[config.mk]
export PLATFORM = sky130hd
export DESIGN_NAME = cnt_bank
export DESIGN_NICKNAME = d
export VERILOG_FILES = /design/src/rtl/cnt_bank_pkg.sv /design/src/rtl/cnt_bank_chan.sv /design/src/rtl/cnt_bank.sv
export SDC_FILE = /design/constraint.sdc
export NUM_CORES = 1
export LEC_CHECK = 0
export ABC_AREA = 1
export ABC_CLOCK_PERIOD_IN_PS = 2050
export CORE_MARGIN = 2
export CORE_UTILIZATION = 32
export DETAILED_ROUTE_END_ITERATION = 12
export GPL_TIMING_DRIVEN = 1
export PLACE_DENSITY_LB_ADDON = 0.25
export SYNTH_ARGS = -nofsm -noshare
export SYNTH_HDL_FRONTEND = slang
export SYNTH_SLANG_ARGS = --single-unit
export TNS_END_PERCENT = 1
[constraint.sdc]
create_clock -name clk -period 2.05 [get_ports clk]
set_input_delay 0.615 -clock clk [delete_from_list [all_inputs] [get_ports clk]]
set_output_delay 0.615 -clock clk [all_outputs]
set_load 0.05 [all_outputs]
[src/rtl/cnt_bank_pkg.sv]
// Shared definitions for the counter bank: mode encoding and the
// start/terminal value helpers used by every channel.
package cnt_bank_pkg;

    // Counting mode of one channel.
    typedef enum logic [1:0] {
        CNT_MODE_WRAP    = 2'd0,
        CNT_MODE_SAT     = 2'd1,
        CNT_MODE_ONESHOT = 2'd2,
        CNT_MODE_DOWN    = 2'd3
    } cnt_mode_e;

    // Widest counter the helpers below can serve; callers cast to their width.
    localparam int CNT_WIDTH_MAX = 32;

    // Value a channel restarts from: limit when counting down, zero otherwise.
    function automatic logic [CNT_WIDTH_MAX-1:0] start_value(
        input cnt_mode_e                mode,
        input logic [CNT_WIDTH_MAX-1:0] limit
    );
        return (mode == CNT_MODE_DOWN) ? limit : '0;
    endfunction

    // Value at which a channel is considered at its end: zero when counting
    // down, limit otherwise.
    function automatic logic [CNT_WIDTH_MAX-1:0] terminal_value(
        input cnt_mode_e                mode,
        input logic [CNT_WIDTH_MAX-1:0] limit
    );
        return (mode == CNT_MODE_DOWN) ? '0 : limit;
    endfunction

endpackage

[src/rtl/cnt_bank_chan.sv]
// One counter channel: holds its own limit and mode, counts on inc,
// and reports end/wrap/done status.
module cnt_bank_chan
    import cnt_bank_pkg::*;
#(
    parameter int CNT_WIDTH     = 6,
    parameter int DEFAULT_LIMIT = 39
) (
    input  logic                 clk,
    input  logic                 reset,
    input  logic                 cfg_we,
    input  logic [CNT_WIDTH-1:0] cfg_limit,
    input  logic [1:0]           cfg_mode,
    input  logic                 inc,
    input  logic                 clr,
    output logic [CNT_WIDTH-1:0] cnt,
    output logic                 cnt_end,
    output logic                 cnt_wrap,
    output logic                 cnt_done
);

    logic [CNT_WIDTH-1:0] limit;
    cnt_mode_e            mode;
    cnt_mode_e            new_mode;
    logic [CNT_WIDTH-1:0] cur_start;
    logic [CNT_WIDTH-1:0] cur_term;
    logic [CNT_WIDTH-1:0] new_start;

    assign new_mode  = cnt_mode_e'(cfg_mode);
    assign cur_start = CNT_WIDTH'(start_value(mode, CNT_WIDTH_MAX'(limit)));
    assign cur_term  = CNT_WIDTH'(terminal_value(mode, CNT_WIDTH_MAX'(limit)));
    assign new_start = CNT_WIDTH'(start_value(new_mode, CNT_WIDTH_MAX'(cfg_limit)));

    // End flag is purely a function of the registered count, limit and mode.
    assign cnt_end = (cnt == cur_term);

    // Counter state update; priority is reset, clear, config write, inc.
    // NOTE: every register here uses <= so all channel state moves together
    // on the edge and no read sees a half-updated value.
    always_ff @(posedge clk) begin
        if (reset) begin
            cnt      <= '0;
            limit    <= CNT_WIDTH'(DEFAULT_LIMIT);
            mode     <= CNT_MODE_WRAP;
            cnt_wrap <= 1'b0;
            cnt_done <= 1'b0;
        end else begin
            // The wrap pulse lasts one cycle unless re-armed below.
            cnt_wrap <= 1'b0;
            if (clr) begin
                cnt      <= cur_start;
                cnt_done <= 1'b0;
            end else if (cfg_we) begin
                limit    <= cfg_limit;
                mode     <= new_mode;
                cnt      <= new_start;
                cnt_done <= 1'b0;
            end else if (inc) begin
                if (!cnt_end) begin
                    if (mode == CNT_MODE_DOWN) begin
                        cnt <= cnt - 1'b1;
                    end else if (!(mode == CNT_MODE_ONESHOT && cnt_done)) begin
                        cnt <= cnt + 1'b1;
                    end
                end else begin
                    case (mode)
                        CNT_MODE_WRAP: begin
                            cnt      <= '0;
                            cnt_wrap <= 1'b1;
                        end
                        CNT_MODE_ONESHOT: cnt_done <= 1'b1;
                        CNT_MODE_DOWN: begin
                            cnt      <= limit;
                            cnt_wrap <= 1'b1;
                        end
                        default: ; // SAT holds at the limit
                    endcase
                end
            end
        end
    end

endmodule

[src/rtl/cnt_bank.sv]
// Bank of independent, runtime-configurable event counters. Decodes the
// configuration channel select and packs the per-channel outputs.
module cnt_bank
    import cnt_bank_pkg::*;
#(
    parameter  int CH_NUM        = 4,
    parameter  int CNT_WIDTH     = 6,
    parameter  int DEFAULT_LIMIT = 39,
    localparam int CH_W          = (CH_NUM > 1) ? $clog2(CH_NUM) : 1
) (
    input  logic                        clk,
    input  logic                        reset,
    input  logic                        cfg_we,
    input  logic [CH_W-1:0]             cfg_ch,
    input  logic [CNT_WIDTH-1:0]        cfg_limit,
    input  logic [1:0]                  cfg_mode,
    input  logic [CH_NUM-1:0]           cnt_inc,
    input  logic [CH_NUM-1:0]           cnt_clr,
    output logic [CH_NUM*CNT_WIDTH-1:0] cnt,
    output logic [CH_NUM-1:0]           cnt_end,
    output logic [CH_NUM-1:0]           cnt_wrap,
    output logic [CH_NUM-1:0]           cnt_done
);

    for (genvar i = 0; i < CH_NUM; i++) begin : g_ch
        // A select beyond CH_NUM-1 matches no channel and is thus ignored.
        logic ch_we;
        assign ch_we = cfg_we && (cfg_ch == CH_W'(i));

        cnt_bank_chan #(
            .CNT_WIDTH    (CNT_WIDTH),
            .DEFAULT_LIMIT(DEFAULT_LIMIT)
        ) u_chan (
            .clk      (clk),
            .reset    (reset),
            .cfg_we   (ch_we),
            .cfg_limit(cfg_limit),
            .cfg_mode (cfg_mode),
            .inc      (cnt_inc[i]),
            .clr      (cnt_clr[i]),
            .cnt      (cnt[i*CNT_WIDTH +: CNT_WIDTH]),
            .cnt_end  (cnt_end[i]),
            .cnt_wrap (cnt_wrap[i]),
            .cnt_done (cnt_done[i])
        );
    end

endmodule

==> results.md <==
Outcome:
- The run finished, with violations left.
- The checks that failed: negative setup slack.

Synthesis:
- The netlist area before placement is roughly 0.0053 mm^2.
- The part of the Yosys area used for sequential elements is 24.13%.
- The mean instance size in the synthesized netlist is approximately 5.7 um^2.
- The number of instances in the synthesized netlist is around 900.
- The post-synthesis sequential element count is 64.
- During synthesis, Yosys emitted a total of 0 warnings.
- The net count of the mapped netlist is 961.
- The distinct cell type count of the synthesized netlist is 38.

Power and ir drop:
- For this design the ratio of total power to cell area is 516.7 mW/mm^2.
- For this design the static power due to leakage is 0.003848 uW.
- The share of total power in the clock network is 40.1%.
- VDD sags by at most between 0.4 and 0.5 mV.
- The switching part of the total power is 32.13%.
- The sequential share of power is 36.7%.
- In this run the power spent charging and discharging nets is 1212 uW.
- Internal power comes to about 2600 uW.
- The share of power burned in combinational logic is between 20% and 30%.

Routing:
- Wires add up to roughly 18000 um.
- Dividing the detail-routed via count by the number of cells gives 4.762.
- The count of nets left with antenna violations once routing finished came out at 0.
- The detailed router placed 6153 vias in this run.
- In the final routed layout, each cell accounts on average for 13.77 um.
- In the routed design, unresolved DRC markers number 0.
- The count of routing violations after the opening detailed-route iteration is 483.
- The length of the first detailed-routing pass in iterations is 5.

Floorplan:
- For this configuration, the core starts out at a cell density of about a third.
- The floorplan has 47 rows.
- The die is 132.8 um tall.
- The floorplan step defined a die boundary enclosing 0.01764 mm^2.
- For this design the top-level I/O count stands at 57.
- The chip width is 132.8 um.
- The area inside the core boundary is about 0.016 mm^2.

Hold path:
- The path class of the tightest hold or removal check is reg -> reg.
- The worst hold path terminates at g_ch[2].u_chan.cnt_done$_SDFFE_PP0P_.
- The worst hold path begins at g_ch[2].u_chan.cnt_done$_SDFFE_PP0P_.
- The worst hold path was traced through 2 stages.

Worst setup path:
- The endpoint identified for the worst register-to-register timing path is g_ch[1].u_chan.cnt[5]$_SDFFE_PP0P_.
- The startpoint of the worst register-to-register path is g_ch[1].u_chan.mode[0]$_SDFFE_PP0P_.
- The data arrival at the endpoint of the critical path is between 1.5 and 2 ns.
- Counting cells, the worst reg-to-reg path comes to 16.
- The critical path in this run is classified as reg -> out.
- Setup slack on the worst reg-to-reg path comes out at -0.09 ns.
- The kind of start point of the critical path is a flop.
- STA classifies the critical path endpoint as an output pin.
- The biggest fanout along the worst timing path is 8.
- Data on the critical path is required at its endpoint by 1.43 ns.

STA:
- On the final layout, the worst clock skew is roughly 0.0056 ns.
- Setup violations remaining at the end of the flow were counted as 6.
- On the final layout, the worst hold slack is 0.4663 ns.
- The final-report hold violation count is 0.
- For the pin with the worst max-slew slack, the measured transition is around 0.37 ns.
- Static timing analysis puts the maximum clock frequency at around 0.45 GHz.
- Subtracting the final worst setup slack from the clock period gives 2.228 ns.
- In the final timing run, aggregate negative setup slack is -0.7407 ns.
- Setup repair after global routing could not meet its margin everywhere.
- The max-slew headroom at the worst pin is 75.49%.
- The final number of max-transition violations is 0.
- Across all setup checks in the final design, the least slack found is -0.1782 ns.
- The share of the cycle needed by the critical path after routing is 108.7%.

Finish:
- The library cells used most frequently in the layout, excluding fill and tap cells, are 318 x sky130_fd_sc_hd__nand2_1, 133 x sky130_fd_sc_hd__buf_4, 108 x sky130_fd_sc_hd__inv_1.
- The diode insertion count for antenna repair is 0.
- The area added between synthesis and finish is 37.50%.
- The most common cell after layout, fill and taps aside is sky130_fd_sc_hd__nand2_1.
- After the last flow step, the layout net total stands at roughly 1100.
- At the end of the flow the core is filled with cells to between 40% and 50%.
- Cells with a size suffix above 1 make up 25.19% of the layout.

Clock tree:
- The root buffer selected by CTS is sky130_fd_sc_hd__clkbuf_16.
- The number of H-tree levels is 3.
- The clock slew at the register clock pins of the worst setup and hold paths is 0.06 ns.
- The number of clock buffers inserted by TritonCTS is 9.
- The latest clock arrival within the worst-skew pair is between 0.3 and 0.4 ns.
- The deepest clock path buffer count is 2.
- Hold repair after CTS inserted 0 buffers.
- TritonCTS built the clock tree.
- The total number of clock tree sinks is 64.

Place:
- The half-perimeter wire length after detailed placement is 13620 um.
- The routability congestion estimate from global placement is 0.8839.
- The worst-case setup slack after placement is -0.2746 ns.
- Buffers placed on the I/O ports in this run total 56.

GRT:
- The number of global-route vias before repair is roughly 5500.
- After global routing the overflow that remains totals 0.
- Entering global routing, the biggest net connects 40 pins.
- The total global routing track utilization is 20.25%.
- The first-pass GRT wire length is between 20000 and 30000 um.
- The number of antenna violations at the first check in global routing is 0.

Flow run:
- The number of maximum-capacitance violations is 0.
==> cell usage after synthesis <==
library cell | number | area, um^2
sky130_fd_sc_hd__nand2_1 | 337 | 1265
sky130_fd_sc_hd__nor2_1 | 110 | 412.9
sky130_fd_sc_hd__inv_1 | 108 | 405.4
sky130_fd_sc_hd__nand3_1 | 77 | 385.4
sky130_fd_sc_hd__dfxtp_1 | 64 | 1281
sky130_fd_sc_hd__a21oi_1 | 53 | 265.3
sky130_fd_sc_hd__o21ai_0 | 23 | 115.1
sky130_fd_sc_hd__ha_1 | 16 | 200.2
sky130_fd_sc_hd__buf_4 | 13 | 97.59
sky130_fd_sc_hd__clkbuf_1 | 11 | 41.29
sky130_fd_sc_hd__nand2_2 | 11 | 68.82
sky130_fd_sc_hd__nand2_4 | 10 | 112.6
sky130_fd_sc_hd__nand3b_1 | 9 | 67.56
sky130_fd_sc_hd__o22ai_1 | 8 | 50.05
sky130_fd_sc_hd__nand4_1 | 6 | 37.54
sky130_fd_sc_hd__o211ai_1 | 6 | 45.04
sky130_fd_sc_hd__o21bai_1 | 6 | 45.04
sky130_fd_sc_hd__xnor2_1 | 6 | 52.55
sky130_fd_sc_hd__inv_2 | 5 | 18.77
sky130_fd_sc_hd__nor2_2 | 5 | 31.28
sky130_fd_sc_hd__a22oi_1 | 4 | 30.03
sky130_fd_sc_hd__nand3_2 | 4 | 40.04
sky130_fd_sc_hd__buf_2 | 3 | 15.01
sky130_fd_sc_hd__buf_6 | 3 | 33.78
sky130_fd_sc_hd__nor2_4 | 3 | 33.78
sky130_fd_sc_hd__o21ai_1 | 3 | 15.01
sky130_fd_sc_hd__xor2_1 | 3 | 26.28
sky130_fd_sc_hd__a31oi_1 | 2 | 12.51
sky130_fd_sc_hd__a32oi_1 | 2 | 17.52
sky130_fd_sc_hd__clkinv_1 | 2 | 7.510
sky130_fd_sc_hd__clkinv_2 | 2 | 10.01
sky130_fd_sc_hd__nor3_1 | 2 | 10.01
sky130_fd_sc_hd__nor4_1 | 2 | 12.51
sky130_fd_sc_hd__a21o_1 | 1 | 7.510
sky130_fd_sc_hd__inv_4 | 1 | 6.260
sky130_fd_sc_hd__nand3_4 | 1 | 17.52
sky130_fd_sc_hd__o32ai_1 | 1 | 8.760
sky130_fd_sc_hd__or2_2 | 1 | 6.260
==> power groups by stage <==
stage	Clock, uW	Sequential (uW)	Combinational [uW]
after detailed placement	0	1410	831
after global placement	0	1410	829
after global routing	1590	1390	968
final	1510	1380	876
after floorplan	0	1490	410
after CTS	1520	1380	854
==> registers in the layout (all words and copies together), names as in the netlist <==
| name | cells |
|---|---|
| g_ch.u_chan.cnt_wrap | 4 |
| g_ch.u_chan.cnt | 24 |
| g_ch.u_chan.cnt_done | 4 |
| g_ch.u_chan.limit | 24 |
| g_ch.u_chan.mode | 8 |
==> worst max-delay path, cell delays in order, from the launching register on <==
cell and delay [ns]:
sky130_fd_sc_hd__dfxtp_2 0.35, sky130_fd_sc_hd__ha_4 0.22, sky130_fd_sc_hd__inv_8 0.06, sky130_fd_sc_hd__nand2_2 0.07
sky130_fd_sc_hd__nand2_2 0.06, sky130_fd_sc_hd__nand2_2 0.07, sky130_fd_sc_hd__nand2_2 0.06, sky130_fd_sc_hd__nor2_4 0.14
sky130_fd_sc_hd__nand2_4 0.07, sky130_fd_sc_hd__clkinv_4 0.05, sky130_fd_sc_hd__buf_12 0.12
==> final cells by class <==
type	instances	area, um^2
fill	1722	9107
multi-input combinational	712	3572
timing repair buffer	162	1355
sequential	64	1321
inverter	118	490.5
tap	220	275.3
clock buffer	13	270.3
clock inverter	3	15.01
==> per-layer routing <==
metal,track usage (%),part of all wire (%),up-vias
li1,-,-,3201
met1,29.11,50,2784
met2,31.87,45,153
met3,2.759,4.5,15
met4,5.137,1.2,0
met5,0,0,-
==> logic make-up after synthesis <==
group	share of synthesized area, %
AOI/OAI and AO/OA	11.52
buffers and inverters	11.97
DFF	24.13
xor gates and xnor gates	1.485
adders and majority gates	3.771
and+or+nand+nor	47.11
==> how the worst max path moves through the flow <==
stage                                        startpoint                            endpoint  slack [ns]  cells after the start
floorplan           g_ch[3].u_chan.mode[1]$_SDFFE_PP0P_                          cnt_end[3]       -0.01                     10
global placement                              cfg_ch[1]  g_ch[0].u_chan.cnt[4]$_SDFFE_PP0P_       -0.27                     11
detailed placement                            cfg_ch[1]  g_ch[0].u_chan.cnt[5]$_SDFFE_PP0P_       -0.27                     11
CTS                 g_ch[0].u_chan.mode[1]$_SDFFE_PP0P_                          cnt_end[0]       -0.18                      8
global route        g_ch[1].u_chan.mode[0]$_SDFFE_PP0P_                          cnt_end[1]       -0.26                     10
finish              g_ch[1].u_chan.mode[0]$_SDFFE_PP0P_                          cnt_end[1]       -0.18                     10
==> repair_timing <==
action / 4_1_cts / 5_1_grt
setup endpoints to repair: 10 / 24
buffers inserted: 13 / 4
pin swaps: 20 / 16
gates resized for setup: 43 / 28
==> metrics by stage <==
stage / std cells / cell area (um^2) / power (uW)
floorplan: 924 / 5375 / 1900
global placement: 1259 / 6665 / 2235
detailed placement: 1259 / 6665 / 2236
CTS: 1288 / 7181 / 3759
global route: 1292 / 7300 / 3949
finish: 1292 / 7300 / 3772
Note: power is estimated with default switching activity, not from simulation.
